--- config.mk ---
export PLATFORM = sky130hd
export DESIGN_NAME = mc_ctrl_fsm_flat
export DESIGN_NICKNAME = d
export VERILOG_FILES = /design/src/rtl/mc_ctrl_fsm_pkg.sv /design/src/rtl/mc_ctrl_fsm_if.sv /design/src/rtl/mc_instr_decode.sv /design/src/rtl/mc_ctrl_fsm.sv /design/src/flat_wrapper.sv
export SDC_FILE = /design/constraint.sdc
export NUM_CORES = 1
export LEC_CHECK = 0
export CAP_MARGIN = 20
export CORE_MARGIN = 2
export CORE_UTILIZATION = 41
export DETAILED_ROUTE_END_ITERATION = 10
export MAX_ROUTING_LAYER = met4
export PLACE_DENSITY = 0.82
export SETUP_SLACK_MARGIN = 0.2
export SLEW_MARGIN = 20
export SYNTH_ARGS = -nofsm -noshare
export SYNTH_HDL_FRONTEND = slang
export SYNTH_HIERARCHICAL = 1
export SYNTH_SLANG_ARGS = --single-unit
--- constraint.sdc ---
create_clock -name clk -period 4.2 [get_ports clk]
set_input_delay 1.26 -clock clk [delete_from_list [all_inputs] [get_ports clk]]
set_output_delay 1.26 -clock clk [all_outputs]
set_load 0.005 [all_outputs]
--- src/rtl/mc_ctrl_fsm_pkg.sv ---
// Shared constants for the multicycle main controller.
// Opcodes, func codes, state and instruction-class encodings.
package mc_ctrl_fsm_pkg;

    localparam logic [5:0] OP_RTYPE = 6'b000000;
    localparam logic [5:0] OP_ORI   = 6'b001101;
    localparam logic [5:0] OP_ADDI  = 6'b001000;
    localparam logic [5:0] OP_ADDIU = 6'b001001;
    localparam logic [5:0] OP_LUI   = 6'b001111;
    localparam logic [5:0] OP_LW    = 6'b100011;
    localparam logic [5:0] OP_SW    = 6'b101011;
    localparam logic [5:0] OP_BEQ   = 6'b000100;
    localparam logic [5:0] OP_J     = 6'b000010;
    localparam logic [5:0] OP_HALT  = 6'b111111;

    localparam logic [5:0] FN_ADDU  = 6'b100001;
    localparam logic [5:0] FN_SUBU  = 6'b100011;
    localparam logic [5:0] FN_SLT   = 6'b101010;

    localparam logic [1:0] ALU_ADD  = 2'b00;
    localparam logic [1:0] ALU_SUB  = 2'b01;
    localparam logic [1:0] ALU_OR   = 2'b10;

    localparam logic [1:0] PC_SEQ   = 2'b00;
    localparam logic [1:0] PC_BR    = 2'b01;
    localparam logic [1:0] PC_JMP   = 2'b10;

    // S_HALT_TO is the halt entered through the watchdog;
    // it keeps mem_timeout sticky without extra storage.
    typedef enum logic [3:0] {
        S_INIT    = 4'd0,
        S_IF      = 4'd1,
        S_ID      = 4'd2,
        S_EXE     = 4'd3,
        S_MEM     = 4'd4,
        S_WB      = 4'd5,
        S_WBL     = 4'd6,
        S_BR      = 4'd7,
        S_HALT    = 4'd8,
        S_HALT_TO = 4'd9
    } state_t;

    typedef enum logic [3:0] {
        C_ILL   = 4'd0,
        C_RTYPE = 4'd1,
        C_ORI   = 4'd2,
        C_ADDI  = 4'd3,
        C_ADDIU = 4'd4,
        C_LUI   = 4'd5,
        C_LW    = 4'd6,
        C_SW    = 4'd7,
        C_BEQ   = 4'd8,
        C_J     = 4'd9,
        C_HALT  = 4'd10
    } iclass_t;

endpackage

--- src/rtl/mc_ctrl_fsm_if.sv ---
// Controller <-> datapath bundle.
// master = controller, slave = datapath.
interface mc_ctrl_fsm_if;

    logic [5:0] opcode;
    logic [5:0] func;
    logic       zero;
    logic       overflow;
    logic       mem_ready;

    logic       pc_write;
    logic [1:0] pc_src;
    logic       ir_write;
    logic       iord;
    logic       mem_read;
    logic       mem_write;
    logic       reg_write;
    logic       reg_dst;
    logic       mem_to_reg;
    logic       alu_src;
    logic [1:0] alu_op;
    logic       ext_op;
    logic       halted;
    logic       illegal_op;
    logic       ovf_trap;
    logic       mem_timeout;
    logic       instr_done;

    modport master (
        input  opcode, func, zero, overflow, mem_ready,
        output pc_write, pc_src, ir_write, iord,
        output mem_read, mem_write, reg_write,
        output reg_dst, mem_to_reg, alu_src, alu_op,
        output ext_op, halted, illegal_op, ovf_trap,
        output mem_timeout, instr_done
    );

    modport slave (
        output opcode, func, zero, overflow, mem_ready,
        input  pc_write, pc_src, ir_write, iord,
        input  mem_read, mem_write, reg_write,
        input  reg_dst, mem_to_reg, alu_src, alu_op,
        input  ext_op, halted, illegal_op, ovf_trap,
        input  mem_timeout, instr_done
    );

endinterface

--- src/rtl/mc_instr_decode.sv ---
// Opcode/func to instruction class.
// Purely combinational; IR is stable after fetch.
import mc_ctrl_fsm_pkg::*;

module mc_instr_decode (
    input  logic [5:0] opcode,
    input  logic [5:0] func,
    output iclass_t    iclass,
    output logic       legal
);

    // Classify the instruction held in IR
    always_comb begin
        iclass = C_ILL;
        unique case (1'b1)
            opcode == OP_RTYPE: begin
                if (func == FN_ADDU || func == FN_SUBU ||
                    func == FN_SLT)
                    iclass = C_RTYPE;
            end
            opcode == OP_ORI:   iclass = C_ORI;
            opcode == OP_ADDI:  iclass = C_ADDI;
            opcode == OP_ADDIU: iclass = C_ADDIU;
            opcode == OP_LUI:   iclass = C_LUI;
            opcode == OP_LW:    iclass = C_LW;
            opcode == OP_SW:    iclass = C_SW;
            opcode == OP_BEQ:   iclass = C_BEQ;
            opcode == OP_J:     iclass = C_J;
            opcode == OP_HALT:  iclass = C_HALT;
            default:            iclass = C_ILL;
        endcase
        legal = (iclass != C_ILL);
    end

endmodule

--- src/rtl/mc_ctrl_fsm.sv ---
// Multicycle main controller: IF/ID/EXE/MEM/WB sequencing,
// memory wait handling with watchdog, traps and halt.
import mc_ctrl_fsm_pkg::*;

module mc_ctrl_fsm #(
    parameter int WAIT_LIMIT = 16
) (
    input logic          clk,
    input logic          rst_n,
    mc_ctrl_fsm_if.master bus
);

    localparam int WDW =
        (WAIT_LIMIT > 1) ? $clog2(WAIT_LIMIT + 1) : 1;
    localparam logic [WDW-1:0] WD_LAST =
        WDW'(WAIT_LIMIT - 1);
    localparam bit WD_ON = (WAIT_LIMIT != 0);

    state_t         state;
    logic [WDW-1:0] wd_cnt;
    iclass_t        iclass;
    logic           legal;
    logic           waiting;
    logic           wd_hit;
    logic           alu_hold;

    mc_instr_decode u_dec (
        .opcode (bus.opcode),
        .func   (bus.func),
        .iclass (iclass),
        .legal  (legal)
    );

    assign waiting = (state == S_IF || state == S_MEM) &&
                     !bus.mem_ready;
    assign wd_hit  = WD_ON && waiting && (wd_cnt == WD_LAST);

    // State register and consecutive-wait counter
    always_ff @(posedge clk) begin
        if (!rst_n) begin
            state  <= S_INIT;
            wd_cnt <= '0;
        end else begin
            if (WD_ON && waiting && !wd_hit)
                wd_cnt <= wd_cnt + WDW'(1);
            else
                wd_cnt <= '0;
            unique case (state)
                S_INIT: state <= S_IF;
                S_IF: begin
                    if (bus.mem_ready)
                        state <= S_ID;
                    else if (wd_hit)
                        state <= S_HALT_TO;
                end
                S_ID: begin
                    unique case (iclass)
                        C_BEQ:   state <= S_BR;
                        C_J:     state <= S_IF;
                        C_HALT:  state <= S_HALT;
                        C_ILL:   state <= S_IF;
                        default: state <= S_EXE;
                    endcase
                end
                S_EXE: begin
                    if (iclass == C_LW || iclass == C_SW)
                        state <= S_MEM;
                    else
                        state <= S_WB;
                end
                S_MEM: begin
                    if (bus.mem_ready)
                        state <= (iclass == C_LW) ? S_WBL : S_IF;
                    else if (wd_hit)
                        state <= S_HALT_TO;
                end
                S_WB:      state <= S_IF;
                S_WBL:     state <= S_IF;
                S_BR:      state <= S_IF;
                S_HALT:    state <= S_HALT;
                S_HALT_TO: state <= S_HALT_TO;
                default:   state <= S_INIT;
            endcase
        end
    end

    assign alu_hold = (state == S_EXE) || (state == S_MEM) ||
                      (state == S_WB)  || (state == S_WBL);

    // Output decode from state, qualified by handshake/flags
    always_comb begin
        bus.pc_write    = 1'b0;
        bus.pc_src      = PC_SEQ;
        bus.ir_write    = 1'b0;
        bus.iord        = 1'b0;
        bus.mem_read    = 1'b0;
        bus.mem_write   = 1'b0;
        bus.reg_write   = 1'b0;
        bus.reg_dst     = 1'b0;
        bus.mem_to_reg  = 1'b0;
        bus.alu_src     = 1'b0;
        bus.alu_op      = ALU_ADD;
        bus.ext_op      = 1'b0;
        bus.halted      = 1'b0;
        bus.illegal_op  = 1'b0;
        bus.ovf_trap    = 1'b0;
        bus.mem_timeout = 1'b0;
        bus.instr_done  = 1'b0;

        if (alu_hold) begin
            unique case (iclass)
                C_RTYPE: begin
                    bus.alu_op  = ALU_SUB;
                end
                C_ORI: begin
                    bus.alu_src = 1'b1;
                    bus.alu_op  = ALU_OR;
                end
                C_ADDI, C_ADDIU, C_LW, C_SW: begin
                    bus.alu_src = 1'b1;
                    bus.ext_op  = 1'b1;
                end
                C_LUI: begin
                    bus.alu_src = 1'b1;
                end
                default: ;
            endcase
        end

        unique case (state)
            S_IF: begin
                bus.mem_read = 1'b1;
                bus.ir_write = bus.mem_ready;
                bus.pc_write = bus.mem_ready;
            end
            S_ID: begin
                if (iclass == C_J) begin
                    bus.pc_write   = 1'b1;
                    bus.pc_src     = PC_JMP;
                    bus.instr_done = 1'b1;
                end
                if (!legal) begin
                    bus.illegal_op = 1'b1;
                    bus.instr_done = 1'b1;
                end
            end
            S_MEM: begin
                bus.iord       = 1'b1;
                bus.mem_read   = (iclass == C_LW);
                bus.mem_write  = (iclass == C_SW);
                bus.instr_done = (iclass == C_SW) && bus.mem_ready;
            end
            S_WB: begin
                bus.ovf_trap   = (iclass == C_ADDI) && bus.overflow;
                bus.reg_write  = !((iclass == C_ADDI) && bus.overflow);
                bus.reg_dst    = (iclass == C_RTYPE);
                bus.instr_done = 1'b1;
            end
            S_WBL: begin
                bus.reg_write  = 1'b1;
                bus.mem_to_reg = 1'b1;
                bus.instr_done = 1'b1;
            end
            S_BR: begin
                bus.alu_op     = ALU_SUB;
                bus.ext_op     = 1'b1;
                bus.pc_write   = bus.zero;
                bus.pc_src     = PC_BR;
                bus.instr_done = 1'b1;
            end
            S_HALT: begin
                bus.halted = 1'b1;
            end
            S_HALT_TO: begin
                bus.halted      = 1'b1;
                bus.mem_timeout = 1'b1;
            end
            default: ;
        endcase
    end

endmodule

--- src/flat_wrapper.sv ---
// flat-port wrapper written by rule: the top's interface ports become plain ports
module mc_ctrl_fsm_flat 
#(
    parameter int WAIT_LIMIT = 16
)
  (clk, rst_n, bus_opcode, bus_func, bus_zero, bus_overflow, bus_mem_ready, bus_pc_write, bus_pc_src, bus_ir_write, bus_iord, bus_mem_read, bus_mem_write, bus_reg_write, bus_reg_dst, bus_mem_to_reg, bus_alu_src, bus_alu_op, bus_ext_op, bus_halted, bus_illegal_op, bus_ovf_trap, bus_mem_timeout, bus_instr_done);
  mc_ctrl_fsm_if bus_i ();
  input logic clk;
  input logic rst_n;
  input wire logic [$bits(bus_i.opcode)-1:0] bus_opcode;
  input wire logic [$bits(bus_i.func)-1:0] bus_func;
  input wire logic [$bits(bus_i.zero)-1:0] bus_zero;
  input wire logic [$bits(bus_i.overflow)-1:0] bus_overflow;
  input wire logic [$bits(bus_i.mem_ready)-1:0] bus_mem_ready;
  output wire logic [$bits(bus_i.pc_write)-1:0] bus_pc_write;
  output wire logic [$bits(bus_i.pc_src)-1:0] bus_pc_src;
  output wire logic [$bits(bus_i.ir_write)-1:0] bus_ir_write;
  output wire logic [$bits(bus_i.iord)-1:0] bus_iord;
  output wire logic [$bits(bus_i.mem_read)-1:0] bus_mem_read;
  output wire logic [$bits(bus_i.mem_write)-1:0] bus_mem_write;
  output wire logic [$bits(bus_i.reg_write)-1:0] bus_reg_write;
  output wire logic [$bits(bus_i.reg_dst)-1:0] bus_reg_dst;
  output wire logic [$bits(bus_i.mem_to_reg)-1:0] bus_mem_to_reg;
  output wire logic [$bits(bus_i.alu_src)-1:0] bus_alu_src;
  output wire logic [$bits(bus_i.alu_op)-1:0] bus_alu_op;
  output wire logic [$bits(bus_i.ext_op)-1:0] bus_ext_op;
  output wire logic [$bits(bus_i.halted)-1:0] bus_halted;
  output wire logic [$bits(bus_i.illegal_op)-1:0] bus_illegal_op;
  output wire logic [$bits(bus_i.ovf_trap)-1:0] bus_ovf_trap;
  output wire logic [$bits(bus_i.mem_timeout)-1:0] bus_mem_timeout;
  output wire logic [$bits(bus_i.instr_done)-1:0] bus_instr_done;
  assign bus_i.opcode = bus_opcode;
  assign bus_i.func = bus_func;
  assign bus_i.zero = bus_zero;
  assign bus_i.overflow = bus_overflow;
  assign bus_i.mem_ready = bus_mem_ready;
  assign bus_pc_write = bus_i.pc_write;
  assign bus_pc_src = bus_i.pc_src;
  assign bus_ir_write = bus_i.ir_write;
  assign bus_iord = bus_i.iord;
  assign bus_mem_read = bus_i.mem_read;
  assign bus_mem_write = bus_i.mem_write;
  assign bus_reg_write = bus_i.reg_write;
  assign bus_reg_dst = bus_i.reg_dst;
  assign bus_mem_to_reg = bus_i.mem_to_reg;
  assign bus_alu_src = bus_i.alu_src;
  assign bus_alu_op = bus_i.alu_op;
  assign bus_ext_op = bus_i.ext_op;
  assign bus_halted = bus_i.halted;
  assign bus_illegal_op = bus_i.illegal_op;
  assign bus_ovf_trap = bus_i.ovf_trap;
  assign bus_mem_timeout = bus_i.mem_timeout;
  assign bus_instr_done = bus_i.instr_done;
  mc_ctrl_fsm #(.WAIT_LIMIT(WAIT_LIMIT)) u_core (.clk(clk), .rst_n(rst_n), .bus(bus_i));
endmodule
* Yosys cells after proc, flatten, opt, wreduce, memory -nomap -nowiden
Index checks and enable logic that the tools add are counted.
Widths: inputs -> output; s select.
** Storage, ports and cells
- Register bits after elaboration :: 9
- Input port bits :: 17
- Output and inout port bits :: 19
- Logic and storage cells :: 96
** Cells by class
- Add/subtract/negate cells :: 1
- Equal/unequal tests :: 32
- Mux-type cells :: 35
- Reduce and logical (&&, ||, !) cells :: 26
** Operators with widths (count)
- $pmux 4 s10 :: 1
- $eq 6x6->1 const B :: 6
- $eq 4x3->1 const B :: 8
- $pmux 4 s7 :: 1
- $eq 6x4->1 const B :: 4
- $eq 4x4->1 const B :: 5
- $mux 1 :: 19
- $eq 4x2->1 const B :: 4
- $mux 4 :: 3
- $pmux 4 s3 :: 1
- $eq 4x1->1 const B :: 2
- $logic_not 4->1 :: 2
- $pmux 2 s2 :: 2
- $reduce_or 4->1 :: 2
- $logic_or 1x1->1 :: 7
- $eq 6x2->1 const B :: 1
- $eq 6x3->1 const B :: 1
- $logic_not 6->1 :: 1
- $mux 2 :: 3
- $pmux 1 s3 :: 2
- $reduce_or 6->1 :: 1
- $add 5x1->5 const B :: 1
- $eq 5x4->1 const B :: 1
- $logic_and 1x1->1 :: 5
- other kinds (7) :: 11

* Logic depth before layout (Yosys ltp)
- Depth in word-level cells :: 10
- Depth in mapped cells :: 10
- Depth with buffers taken out :: 8

* By module
The synthesis kept the hierarchy.
** By module, submodules not included
- mc_ctrl_fsm :: instances 1, cells an instance 107, area an instance 779.5 µm², seq. area each 180.2 µm²
- mc_instr_decode :: instances 1, cells an instance 43, area an instance 290.3 µm², seq. area each 0.0 µm²

* Worst setup path before layout
OpenSTA, ideal clock, no wires.
- Path type :: input -> output
- From :: input port bus_opcode[5]
- To :: output port bus_pc_write
- Arrival time :: 3.145 ns
- Data required time :: 2.940 ns
- Path slack :: -0.205 ns
- Stages :: 8
- Path buffers :: 2
- Path through :: buf_6 > or4_4 > or4_4 > nand2_1 > clkbuf_1 > nand2b_1 > nor2_1 > a211o_1
** Between the ends
- Word-level cells in the longest chain between the ends :: 5
- Elaborated cells on any way between the ends :: 14
- Classes of those cells :: eq/ne (10); mux (3); reduce/logical (1)
** Ends and longest elaborated chain
- start: declaration :: RTL line flat_wrapper.sv:10 : input wire logic [$bits(bus_i.opcode)-1:0] bus_opcode;
- $eq 6x6->1, or another cell as far along :: RTL line mc_instr_decode.sv:29 : opcode == OP_HALT: iclass = C_HALT;
- $pmux 4 s10 * :: RTL line mc_instr_decode.sv:15 : unique case (1'b1)
- net u_core.iclass[0] :: RTL line mc_ctrl_fsm.sv:21 : iclass_t iclass;
- $eq 4x4->1 * :: RTL line mc_ctrl_fsm.sv:137 : if (iclass == C_J) begin
- $mux 1 * :: RTL line mc_ctrl_fsm.sv:137
- $pmux 1 s3 * :: RTL line mc_ctrl_fsm.sv:130 : unique case (state)
- end: declaration :: RTL line flat_wrapper.sv:15 : output wire logic [$bits(bus_i.pc_write)-1:0] bus_pc_write;
The timed path passes the listed nets; every way through them passes the cells marked *.

* Final worst setup path
- From :: input port bus_opcode[2]
- To :: output port bus_alu_op[1]
** Between the ends
- Word-level cells in the longest chain between the ends :: 6
- Elaborated cells on any way between the ends :: 16
- Classes of those cells :: eq/ne (11); mux (4); reduce/logical (1)
** Ends and longest elaborated chain
- $eq 6x6->1, or another cell as far along :: RTL line mc_instr_decode.sv:29
- $pmux 4 s10 * :: RTL line mc_instr_decode.sv:15
- net u_core.iclass[3] :: RTL line mc_ctrl_fsm.sv:21
- $eq 4x2->1 / $eq 4x1->1 (equally long branches) :: RTL line mc_ctrl_fsm.sv:111 : unique case (iclass)
- $pmux 2 s2 * :: RTL line mc_ctrl_fsm.sv:111
- $mux 2 * :: RTL line mc_ctrl_fsm.sv:110 : if (alu_hold) begin
- $mux 2 * :: RTL line mc_ctrl_fsm.sv:130
- end: declaration :: RTL line flat_wrapper.sv:25 : output wire logic [$bits(bus_i.alu_op)-1:0] bus_alu_op;
Marked as above.

==> results.md <==
* Max stage delay on crit path at 0.51 ns
* Top Ports at 36
* CP bufs+invs at 6
* DR top layer: met4
* Period utilisation layout at 105%
* H-tree lvl count at 1
* Ys Warns at 6
* Post-route ant nets at 0
* Post-synth top flop: dfxtp_1
* Final Skew at between 0.01 and 0.015 ns
* Vias in the first global route at ~1500
* Hold_ws at about 0.45 ns
* Crit path DAT at roughly 3.1 ns
* WL/cell at around 18 um
* Commonest non-fill, non-tap cell in the layout: buf_4
* Overflow after GRT at 0
* Number of iterations in the first detailed-routing pass at 6
* Top cell type by total area after synthesis: dfxtp_1
* #FFs+latches synth at 9
* Final Wtd Congestion at around 0.88
* Bufs on Longest Clock Path at 2
* Crit. End Element: output port
* CTS Hold Buffers Added at 0
* Antenna diodes at 0
* Post-synth cell types at between 50 and 60
* Via density at roughly 6.3
* Top post-synthesis cells by area: dfxtp_1, nor2_1, nand3b_1, nand2b_1, nor3b_1
* Total number of vias at roughly 1600
* Syn Std Cell Area at between 1000 and 1500 um2
* Row cnt at 18
* Crit path max fanout at 5
* Met1 wire length at 1810 um
* Cell leakage power at between 0.8 and 0.9 nW
* Clock Sinks at 9
* Share of cells above drive strength 1 at between 40% and 50%
* Largest net degree at the start of global routing at 17
* Nets at 248
* Ys async rst share at 0%
* Worst-Margin Slew at 0.610 ns
* Met3 WL at ~440 um
* TritonCTS clock tree: built
* R2r setup slk at roughly 2.5 ns
* Post-Synthesis Cells at 150
* WS Path Type: in -> out
* CP delay by family, top: simple AND/OR/NAND/NOR gates
* Max frequency at ~230 MHz
* Most used cell, CP: buf_6
* Crit-path slowest cell: or4_4
* Power Total at slightly above 300 uW
* DP HPWL at 2450 um
* Starting Density at 43.2%
* Skew-Pair Late Insertion Delay at about 0.26 ns
* Area Growth Syn to Fin at 90.5%
* First-pass GRT wire length at approximately 6500 um
* Final number of hold-violating endpoints at 0
* Slew Limit Headroom at roughly three fifths
* Initial antenna violation count at 0
* Worst Setup Slack, final at -0.191 ns
* Sequential share of the synthesized area at between 10% and 20%
* Core ar. at ~2500 um2
* Final Slew Violations at 0
* Height of the chip at roughly 55 um
* Met2 wire len at around 2200 um
* Number of port buffers at 35
* Die Width at 55.1 um
* Syn_area_per_cell at 7.13 um2
* RSZ-0062 raised after global routing: yes
* WP data required at 2.94 ns
* Clock Pin Slew Worst Setup and Hold Paths at roughly 0.060 ns
* EDFF count, synth at 0
* Power per cell area at approximately 150 nW/um2
* Commonest non-fill, non-tap cells in the layout: buf_4, buf_6, nor2_1
* Tmin final at 4.39 ns
* Worst-case vdd ir drop at approximately 0.22 mV
* Status: finished with violations
* CP Cell Sequence: buf_6 -> buf_6 -> buf_8 -> nand3_4 -> o22ai_2 -> a32o_2 -> buf_6 -> buf_6 -> or4_4 -> nor3b_2 -> buf_2
* Failing checks: negative setup slack
* Area fraction of the dominant cell type after synthesis at around 17%
* Initial drt markers at between 80 and 90
* Post-Syn Nets at between 150 and 200
* Critical path startpoint category: input port
* Full die area at approximately 3000 um2
* Filler cells at around 140
* MaxCap Viol Count at 0
* WL final at approximately 4600 um
* Clock Tree Root: clkbuf_4
* Count of final setup violators at 11
* Num CTS Buffers at 3
* Remaining DRCs at 0
* Worst hold path type: reg -> reg
* Gr usage total at 29.9%
[metal layers]
layer | vias to the layer above | GRT usage (%)
met5 | - | -
met4 | 0 | 5.28
met3 | 24 | 4.30
met2 | 116 | 52.6
met1 | 764 | 36.6
li1 | 713 | -
[cells in the mapped netlist (4+ instances only)]
master and number:
nor2_1 21, dfxtp_1 9, nand2_1 9, inv_1 8
nand2b_1 6, nand3b_1 6, a21oi_1 5, buf_2 5
clkbuf_1 5, nor2b_1 5, nor3b_1 5, nand3_1 4
nor3_1 4, o21ai_0 4, o32ai_1 4, xor2_1 4
[final timing paths]
| kind | cells after the start | end | start |
|---|---|---|---|
| worst max-delay path | 11 | bus_alu_op[1] | bus_opcode[2] |
| worst min-delay path | 1 | u_core/wd_cnt[0] | u_core/wd_cnt[0] |
| worst max register to register | 4 | u_core/state[2] | u_core/state[2] |
| worst min register to register | 1 | u_core/wd_cnt[0] | u_core/wd_cnt[0] |
[cell families (layout without fill, tap and decap cells)]
logic type,after synthesis,count (layout),synth area share [%]
AOI/OAI and AO/OA,33,33,22.9
xor gates and xnor gates,6,6,4.91
adders and majority gates,2,2,2.34
buffers and inverters,20,98,8.30
DFF,9,9,16.8
muxes,1,1,0.936
and+or+nand+nor,79,79,43.7
[flip-flops by register name (all words and copies together), names as in the netlist]
register	count
u_core/wd_cnt	5
u_core/state	4
[area by class of cell]
type	instances	area [um2]	area share (%)
Clock buffer	4	26.3	1.29
Inverter	8	30.0	1.47
Multi-Input combinational cell	121	1030	50.7
Sequential cell	9	180	8.84
Tap cell	30	37.5	1.84
Timing Repair Buffer	86	731	35.9
[report_power, final]
| group | switching (mW) | leakage, nW | internal (mW) |
|---|---|---|---|
| registers | 0.00911 | 0.0730 | 0.0881 |
| clock network | 0.0315 | 0.0150 | 0.0366 |
| logic | 0.0652 | 0.809 | 0.0719 |
| total | 0.106 | 0.897 | 0.197 |
[worst reg2reg max path: stages (launching register included)]
cell,delay (ns)
dfxtp_1,0.67
nor2b_1,0.44
nand3_4,0.12
o22a_1,0.25
o32ai_1,0.12
[what timing repair did]
| item | 4_1_cts | 5_1_grt |
|---|---|---|
| cloned | 0 | 1 |
| gates resized for setup | 118 | 14 |
| pin swaps | 26 | 19 |
| buffers inserted | 19 | 6 |
| endpoints found under the setup margin | 14 | 14 |
[per-stage QoR]
step	setup slack (ns)	setup TNS [ns]	instances	cell area [um2]	utilization [%]
after global placement	-0.791	-9.48	228	1660	66.8
after CTS	-0.121	-0.543	251	1930	78.0
final	-0.191	-0.867	258	2040	82.3
after floorplan	0.108	0	150	1160	-
after detailed placement	-0.924	-10.30	228	1660	66.8
after global routing	-0.227	-1.51	258	2040	82.3
(Power assumes the default switching activity.)
